===== src/rtl/linebuf_sched.sv =====
// Line-buffer / shift-register scheduler for the kernel filter path: primes, runs and drains the window.
// Optional statistics (frame_cnt, overrun) are built when LB_STATS_EN is defined; otherwise both are tied to 0.
module linebuf_sched #(
    parameter int CW      = 13,
    parameter int COL_MAX = 640,
    parameter int ROW_MAX = 480,
    parameter int X_TOTAL = 782,
    parameter int Y_LIMIT = 528,
    parameter int KERNEL  = 5
) (
    input  logic          clk,
    input  logic          rst,
    input  logic          enable,
    input  logic          frame_start,
    input  logic [CW-1:0] row,
    input  logic [CW-1:0] col,
    input  logic [CW-1:0] x_count,
    input  logic [CW-1:0] y_count,
    output logic          wr_en,
    output logic [9:0]    wr_addr,
    output logic          shift_en,
    output logic          window_valid,
    output logic [9:0]    line_cnt,
    output logic [1:0]    state,
    output logic [15:0]   frame_cnt,
    output logic          overrun
);

    typedef enum logic [1:0] {IDLE = 2'd0, PRIME = 2'd1, RUN = 2'd2, DRAIN = 2'd3} state_t;

    localparam logic [9:0]    PRIME_LINES = 10'(KERNEL - 1);
    localparam logic [9:0]    RUN_LINES   = 10'(ROW_MAX);
    localparam logic [9:0]    TOTAL_LINES = 10'(ROW_MAX + KERNEL / 2);
    localparam logic [CW-1:0] X_LAST      = CW'(X_TOTAL - 1);
    localparam logic [CW-1:0] Y_LIM       = CW'(Y_LIMIT);
    localparam logic [CW-1:0] COL_LIM     = CW'(COL_MAX);

    function automatic logic [9:0] sat_inc(input logic [9:0] v);
        return (v >= TOTAL_LINES) ? TOTAL_LINES : v + 10'd1;
    endfunction

    state_t     state_q, state_d;
    logic       line_end, active_col, in_frame, abort, shift, done;
    logic [9:0] line_nxt;
    logic       wr_en_d, shift_en_d, wv_d;
    logic [9:0] wr_addr_d, line_cnt_d;
    logic       unused_inputs;

    assign unused_inputs = ^row;

    assign line_end   = (x_count == X_LAST) && (y_count < Y_LIM);
    assign active_col = (col < COL_LIM);
    assign in_frame   = (state_q != IDLE);
    assign abort      = in_frame && frame_start;
    // frame_start outranks a coincident line end, so the aborted line never shifts
    assign shift      = in_frame && line_end && !frame_start;
    assign line_nxt   = sat_inc(line_cnt);
    assign done       = shift && (state_q == DRAIN) && (line_nxt == TOTAL_LINES);

    always_ff @(posedge clk) begin
        if (rst) state_q <= IDLE;
        else     state_q <= state_d;
    end

    always_comb begin
        state_d = state_q;
        if (frame_start) begin
            state_d = enable ? PRIME : IDLE;
        end else if (shift) begin
            case (state_q)
                PRIME:   if (line_nxt == PRIME_LINES) state_d = RUN;
                RUN:     if (line_nxt == RUN_LINES)   state_d = DRAIN;
                DRAIN:   if (line_nxt == TOTAL_LINES) state_d = IDLE;
                default: state_d = state_q;
            endcase
        end
    end

    always_comb begin
        wr_en_d    = 1'b0;
        wr_addr_d  = '0;
        shift_en_d = 1'b0;
        wv_d       = 1'b0;
        line_cnt_d = line_cnt;
        if (frame_start && (enable || in_frame)) line_cnt_d = '0;
        else if (shift)                          line_cnt_d = line_nxt;
        if (!frame_start) begin
            shift_en_d = shift;
            case (state_q)
                PRIME, RUN: begin
                    wr_en_d   = active_col;
                    wr_addr_d = active_col ? col[9:0] : 10'd0;
                    wv_d      = (state_q == RUN) && active_col;
                end
                DRAIN:   wv_d = active_col;
                default: wv_d = 1'b0;
            endcase
        end
    end

    // Output register stage: everything lags the sampled timing inputs by one cycle
    always_ff @(posedge clk) begin
        if (rst) begin
            wr_en        <= 1'b0;
            wr_addr      <= '0;
            shift_en     <= 1'b0;
            window_valid <= 1'b0;
            line_cnt     <= '0;
        end else begin
            wr_en        <= wr_en_d;
            wr_addr      <= wr_addr_d;
            shift_en     <= shift_en_d;
            window_valid <= wv_d;
            line_cnt     <= line_cnt_d;
        end
    end

    assign state = state_q;

`ifdef LB_STATS_EN
    logic [15:0] frame_cnt_q;
    logic        overrun_q;

    always_ff @(posedge clk) begin
        if (rst) begin
            frame_cnt_q <= '0;
            overrun_q   <= 1'b0;
        end else begin
            if (done)  frame_cnt_q <= frame_cnt_q + 16'd1;
            if (abort) overrun_q   <= 1'b1;
        end
    end

    assign frame_cnt = frame_cnt_q;
    assign overrun   = overrun_q;
`else
    logic unused_stats;
    assign unused_stats = done | abort;
    assign frame_cnt    = '0;
    assign overrun      = 1'b0;
`endif

endmodule

===== config.mk =====
export PLATFORM = sky130hd
export DESIGN_NAME = linebuf_sched
export DESIGN_NICKNAME = d
export VERILOG_FILES = /design/src/rtl/linebuf_sched.sv
export SDC_FILE = /design/constraint.sdc
export NUM_CORES = 1
export LEC_CHECK = 0
export CAP_MARGIN = 5
export CORE_MARGIN = 10
export CORE_UTILIZATION = 34
export CTS_CLUSTER_SIZE = 8
export DETAILED_ROUTE_END_ITERATION = 12
export HOLD_SLACK_MARGIN = 0.08
export PLACE_DENSITY = 0.77
export REMOVE_ABC_BUFFERS = 1
export SYNTH_ARGS = -nofsm -noshare
export SYNTH_HDL_FRONTEND = slang
export SYNTH_SLANG_ARGS = --single-unit

===== constraint.sdc =====
create_clock -name clk -period 2.3 [get_ports clk]
set_input_delay 0.345 -clock clk [delete_from_list [all_inputs] [get_ports clk]]
set_output_delay 0.345 -clock clk [all_outputs]
set_load 0.05 [all_outputs]

* Word-level counts from Yosys, hierarchy flattened
Cells that the tools add are included.
Operators by class: bitwise logic cells 2, add/subtract/negate cells 1, $lt $le $gt $ge 3, muxes and demuxes 9, eq/ne operators 10, reductions and logical operators 16
Operator list (number):
- $lt 13x10->1 const B | 2
- $eq 10x9->1 const B | 2
- $eq 13x10->1 const B | 1
- $add 10x1->10 const B | 1
- $eq 10x3->1 const B | 1
- $ge 10x9->1 const B | 1
- $mux 10 | 1
- $mux 2 | 5
- $ne 3x3->1 const B | 2
- $pmux 2 s3 | 1
- $reduce_or 2->1 | 3
- $logic_and 1x1->1 | 5
- $reduce_and 5->1 | 1
- $eq 2x2->1 const B | 2
- $reduce_bool 2->1 | 2
- $reduce_bool 4->1 | 1
- $reduce_or 4->1 | 1
- $ne 3x2->1 const B | 1
- $reduce_or 3->1 | 1
- $eq 2x1->1 const B | 1
- $not 1->1 | 2
- $pmux 1 s2 | 1
- $logic_not 1->1 | 1
- $logic_or 1x1->1 | 1
- $mux 1 | 1
Storage, ports and cells: bits of input ports 56, bits in registers 25, output and inout bits 42

* Depth between registers and ports, before layout
depth after elaboration 7, depth in mapped cells 10, mapped depth without buffers 8

* Worst setup path before layout
No wires, ideal clock.
path type reg-to-reg, start point reg state_q[0], in the netlist state[0], end point reg state_q[0], in the netlist state[0], setup time 0.104 ns, arrival time 2.802 ns, cell stages (with the launch flop) 9, clock period less this slack 2.906 ns, slack -0.606 ns, required time 2.196 ns, path buffers 0, cells stage by stage dfxtp_1 inv_1 ha_1 or4b_4 nor4_4 nand4_2 a2111oi_4 a311oi_1 a2111oi_2
Between the ends: cells in the longest elaborated chain, start to end 5, elaborated cells between the ends (all ways) 15, those cells by class eq/ne: 6; mux: 3; reduce/logical: 6
Ends and longest elaborated chain:
- start, declared | RTL line 42 | state_t state_q, state_d;
- start signal, assigned | RTL line 62 | else state_q <= state_d;
- parallel branches: the longest is 5 deep, another holds $pmux 2 s3
Several ways; the timed one is not identified. The select of a mux whose other input is x is not followed. A chain may end at the register's enable or synchronous reset.

* Worst setup path after layout
start point in y_count[12], end point reg state_q[0], in the netlist state[0]
Between the ends: cells in the longest elaborated chain, start to end 6
Ends and longest elaborated chain:
- start, declared | RTL line 18 | input logic [CW-1:0] y_count,
- $lt 13x10->1 | RTL line 51 | assign line_end = (x_count == X_LAST) && (y_count < Y_LIM);
- $logic_and 1x1->1 | RTL line 51
- $logic_and 1x1->1 (2 in a row) | RTL line 56 | assign shift = in_frame && line_end && !frame_start;
- $reduce_bool 2->1 (no line)
- $reduce_and 5->1 (no line)
Every way passes these cells.

==> impl_summary.log <==
INFO  metric die_area = around 8000 um2
INFO  metric nFillCells = 431
INFO  metric routed_antenna_nets = 0
INFO  metric wire_length_of_the_first_global_routing_pass = 7780 um
INFO  metric clock-root-buffer = clkbuf_8
INFO  metric cts.clk_slew.worst_paths = around 90 ps
INFO  metric min_period_over_period = between 90 and 100%
INFO  metric top_level_ports = slightly below 100
INFO  metric routabilityCongestion = approximately 0.86
INFO  metric synth_flop_cell = dfxtp_1
INFO  metric critical_path_arrival = 2430 ps
INFO  metric slowest_stage = or4_4
INFO  metric synth_area_leaders = dfxtp_1 (31%), buf_4 (7.8%), ha_1 (5.4%), and2_1 (4.6%), nor3_1 (4.3%)
INFO  metric core_region_area = between 4000 and 5000 um2
INFO  metric routed_wl = 5250 um
INFO  metric number_of_enable_flip_flop_cells_after_synthesis = 0
INFO  metric netlist_instances = 203
INFO  metric clock.fmax = 438 MHz
INFO  metric rsz0062_at_grt = true
INFO  metric die_h = 89.2 um
INFO  metric number_of_slew_limit_violations_in_the_final_report = 0
INFO  metric sequential_cell_area = 509 um2
INFO  metric hold_violations_final = 0
INFO  metric peakVddDrop = 0.181 mV
INFO  metric grt_use_total = approximately 12%
INFO  metric synth.most_common_cell = dfxtp_1
INFO  metric timing_worst_slew_pin_value = about 570 ps
INFO  metric timing.critical_path.required = 2450 ps
INFO  metric final_core_util = between 50% and 60%
INFO  metric synthToLayoutAreaGrowth = 57.8%
INFO  metric nNetsFinal = 348
INFO  metric async_reset_ff_share = 0%
INFO  metric placement.io_buffers = 63
INFO  metric insertion_delay = 270 ps
INFO  metric power.static_leakage = 0.000985 uW
INFO  metric synth.yosys.seq_area_share = 30.7%
INFO  metric finalClockSkew = 5.72 ps
INFO  metric drt_iter0_markers = 58
INFO  metric setup-violations-final = 0
INFO  metric hold_path.class = reg2reg
INFO  metric chipWidth = about 90 um
INFO  metric yosys_warnings = 0
INFO  metric drc_errors = 0
INFO  metric ctsHoldBuffers = 0
INFO  metric synth_seq_cells = 25
INFO  metric crit_path_max_fanout = 2
INFO  metric cp_slowest_stage_delay = 520 ps
INFO  metric detailed_place_hpwl = 4150 um
INFO  metric start_util = 34.7%
INFO  metric timing.critical_path.to_type = register
INFO  metric timing.max_slew.rel_slack = 62.2%
INFO  metric tritoncts = built
INFO  metric synth_largest_type_area_fraction = between 30% and 40%
INFO  metric total_vias_in_the_final_route = 1,680
INFO  metric cp_cell_sequence = clkdlybuf4s50_1 -> or4_4 -> nor4_4 -> nand4_2 -> a2111oi_4 -> buf_4 -> and3_4 -> a2111oi_2
INFO  metric multi_input_logic_area = 1080 um2
INFO  metric setup.worst_path.class = in2reg
INFO  metric fin_worst_hold_slack = 519 ps
INFO  metric drt-wirelength-per-cell = 15.5 um
INFO  metric grt_overflow = 0
INFO  metric postSynthAreaPerCell = ~8 um2
INFO  metric synthesis.area = approximately 1600 um2
INFO  metric crit_path_time_final = 2290 ps
INFO  metric grt_start_max_net_pins = 16
INFO  metric avgViaCountPerCell = 4.97
INFO  metric rows = 25
INFO  metric netlist_top_cells_count = dfxtp_1 (25), nand2_1 (18), buf_4 (17), nor3_1 (14), nor2_1 (13)
INFO  metric worst_setup_path_start_kind = input port
INFO  metric cap_viol_max_count = 0
INFO  metric drt-pass1-iter-count = 4
INFO  metric ratio_of_cells_with_drive_above_1_in_the_final_layout = 19.7%
INFO  metric grt_antenna_before_repair = 0
INFO  metric power-per-cell-area = 342 nW/um2
INFO  metric clock_path_buffers = 2
INFO  metric status = complete, no violations
INFO  metric numClockSinks = 25
INFO  metric tritoncts.num_buffers = 3
INFO  metric insertedDiodeCount = 0
INFO  metric yosysUniqueCellTypes = 50
INFO  metric synth_top_cell_by_area = dfxtp_1
INFO  metric grt_pass1_vias = 1,627
INFO  metric htree_num_levels = 1
==> registers in the layout, summed over array words and instances (netlist names) <==
signal,count
line_cnt,10
shift_en,1
state,2
window_valid,1
wr_addr,10
wr_en,1
==> logic make-up (layout without fill, tap and decap cells) <==
family | count (synthesis) | in the layout | share of synthesized area, %
adder cells (fa/ha/maj) | 7 | 7 | 5.38
XOR/XNOR | 2 | 2 | 1.08
other | 1 | 17 | 0.230
AO/OA/AOI/OAI | 40 | 40 | 17.3
multiplexers | 3 | 3 | 1.84
flip-flops | 25 | 25 | 30.7
buffers and inverters | 37 | 102 | 12.8
AND/OR/NAND/NOR | 88 | 88 | 30.6
==> cell type report <==
class	instances	area share (%)
Inverter	9	1.31
Multi-Input combinational cell	157	42.0
Clock buffer	3	1.61
Clock inverter	1	0.292
Timing Repair Buffer	89	32.3
Tap cell	54	2.63
Sequential cell	25	19.8
==> timing repair <==
item                       CTS  global route
pin swaps                    8             3
buffers inserted             1             0
setup endpoints to repair    7            10
gates resized for setup      9            17
cloned                       0             0
==> metrics by stage <==
stage / cell area (um2) / setup slack (ps) / total power [uW] / setup TNS (ps) / std cells
after floorplan: 1510 / -606 / 535 / -4510 / 191
after global placement: 2400 / -332 / 614 / -1430 / 333
after detailed placement: 2400 / -403 / 616 / -1700 / 333
after CTS: 2500 / 1.88 / 886 / 0 / 338
after global routing: 2570 / -69.1 / 913 / -152 / 338
final: 2570 / 14.4 / 880 / 0 / 338
==> worst max-delay path: cells and delay by family <==
kind | cells | cell delay (ps)
AO/OA/AOI/OAI | 2 | 300
buffers and inverters | 2 | 620
AND/OR/NAND/NOR | 4 | 1160
==> report_power, final <==
group / leakage (uW) / switching [uW] / internal [uW]
Combinational: 0.000759 / 103 / 74.4
Clock: 0.0000217 / 146 / 123
Sequential: 0.000204 / 0.851 / 433
==> placed cells by master, fill, tap and decap left out, types with 2 or more instances in the layout <==
master / netlist / routed
nand4_1: 3 / 3
conb_1: 1 / 17
mux2i_1: 3 / 3
clkdlybuf4s50_1: 0 / 61
dlymetal6s2s_1: 0 / 2
nand4b_1: 3 / 3
ha_4: 0 / 3
o21ai_0: 10 / 10
a211oi_1: 3 / 3
nand2_1: 18 / 18
a21o_1: 2 / 2
or4b_4: 1 / 2
inv_2: 0 / 2
nor2_1: 13 / 13
buf_4: 17 / 26
nand3_1: 7 / 6
clkbuf_8: 0 / 3
nand2b_1: 3 / 3
ha_1: 7 / 4
inv_1: 9 / 7
dfxtp_2: 0 / 4
nor3_1: 14 / 14
dfxtp_1: 25 / 20
and2_1: 12 / 11
a21oi_1: 11 / 11
==> layer usage <==
| metal | track usage, % | share of wire (%) |
|---|---|---|
| met5 | 0 | 0 |
| met4 | 2.89 | 0.65 |
| met3 | 3.92 | 9.8 |
| met2 | 19.6 | 47 |
| met1 | 15.0 | 42 |
==> worst paths after layout <==
kind | start | end | slack, ps | depth (start not counted)
min reg2reg | line_cnt[1] | line_cnt[1] | 520 | 2
max | y_count[12] | state[0] | 10 | 8
max reg2reg | line_cnt[1] | state[0] | 20 | 8
min | line_cnt[1] | line_cnt[1] | 520 | 2
Note: power is estimated with default switching activity, not from simulation.
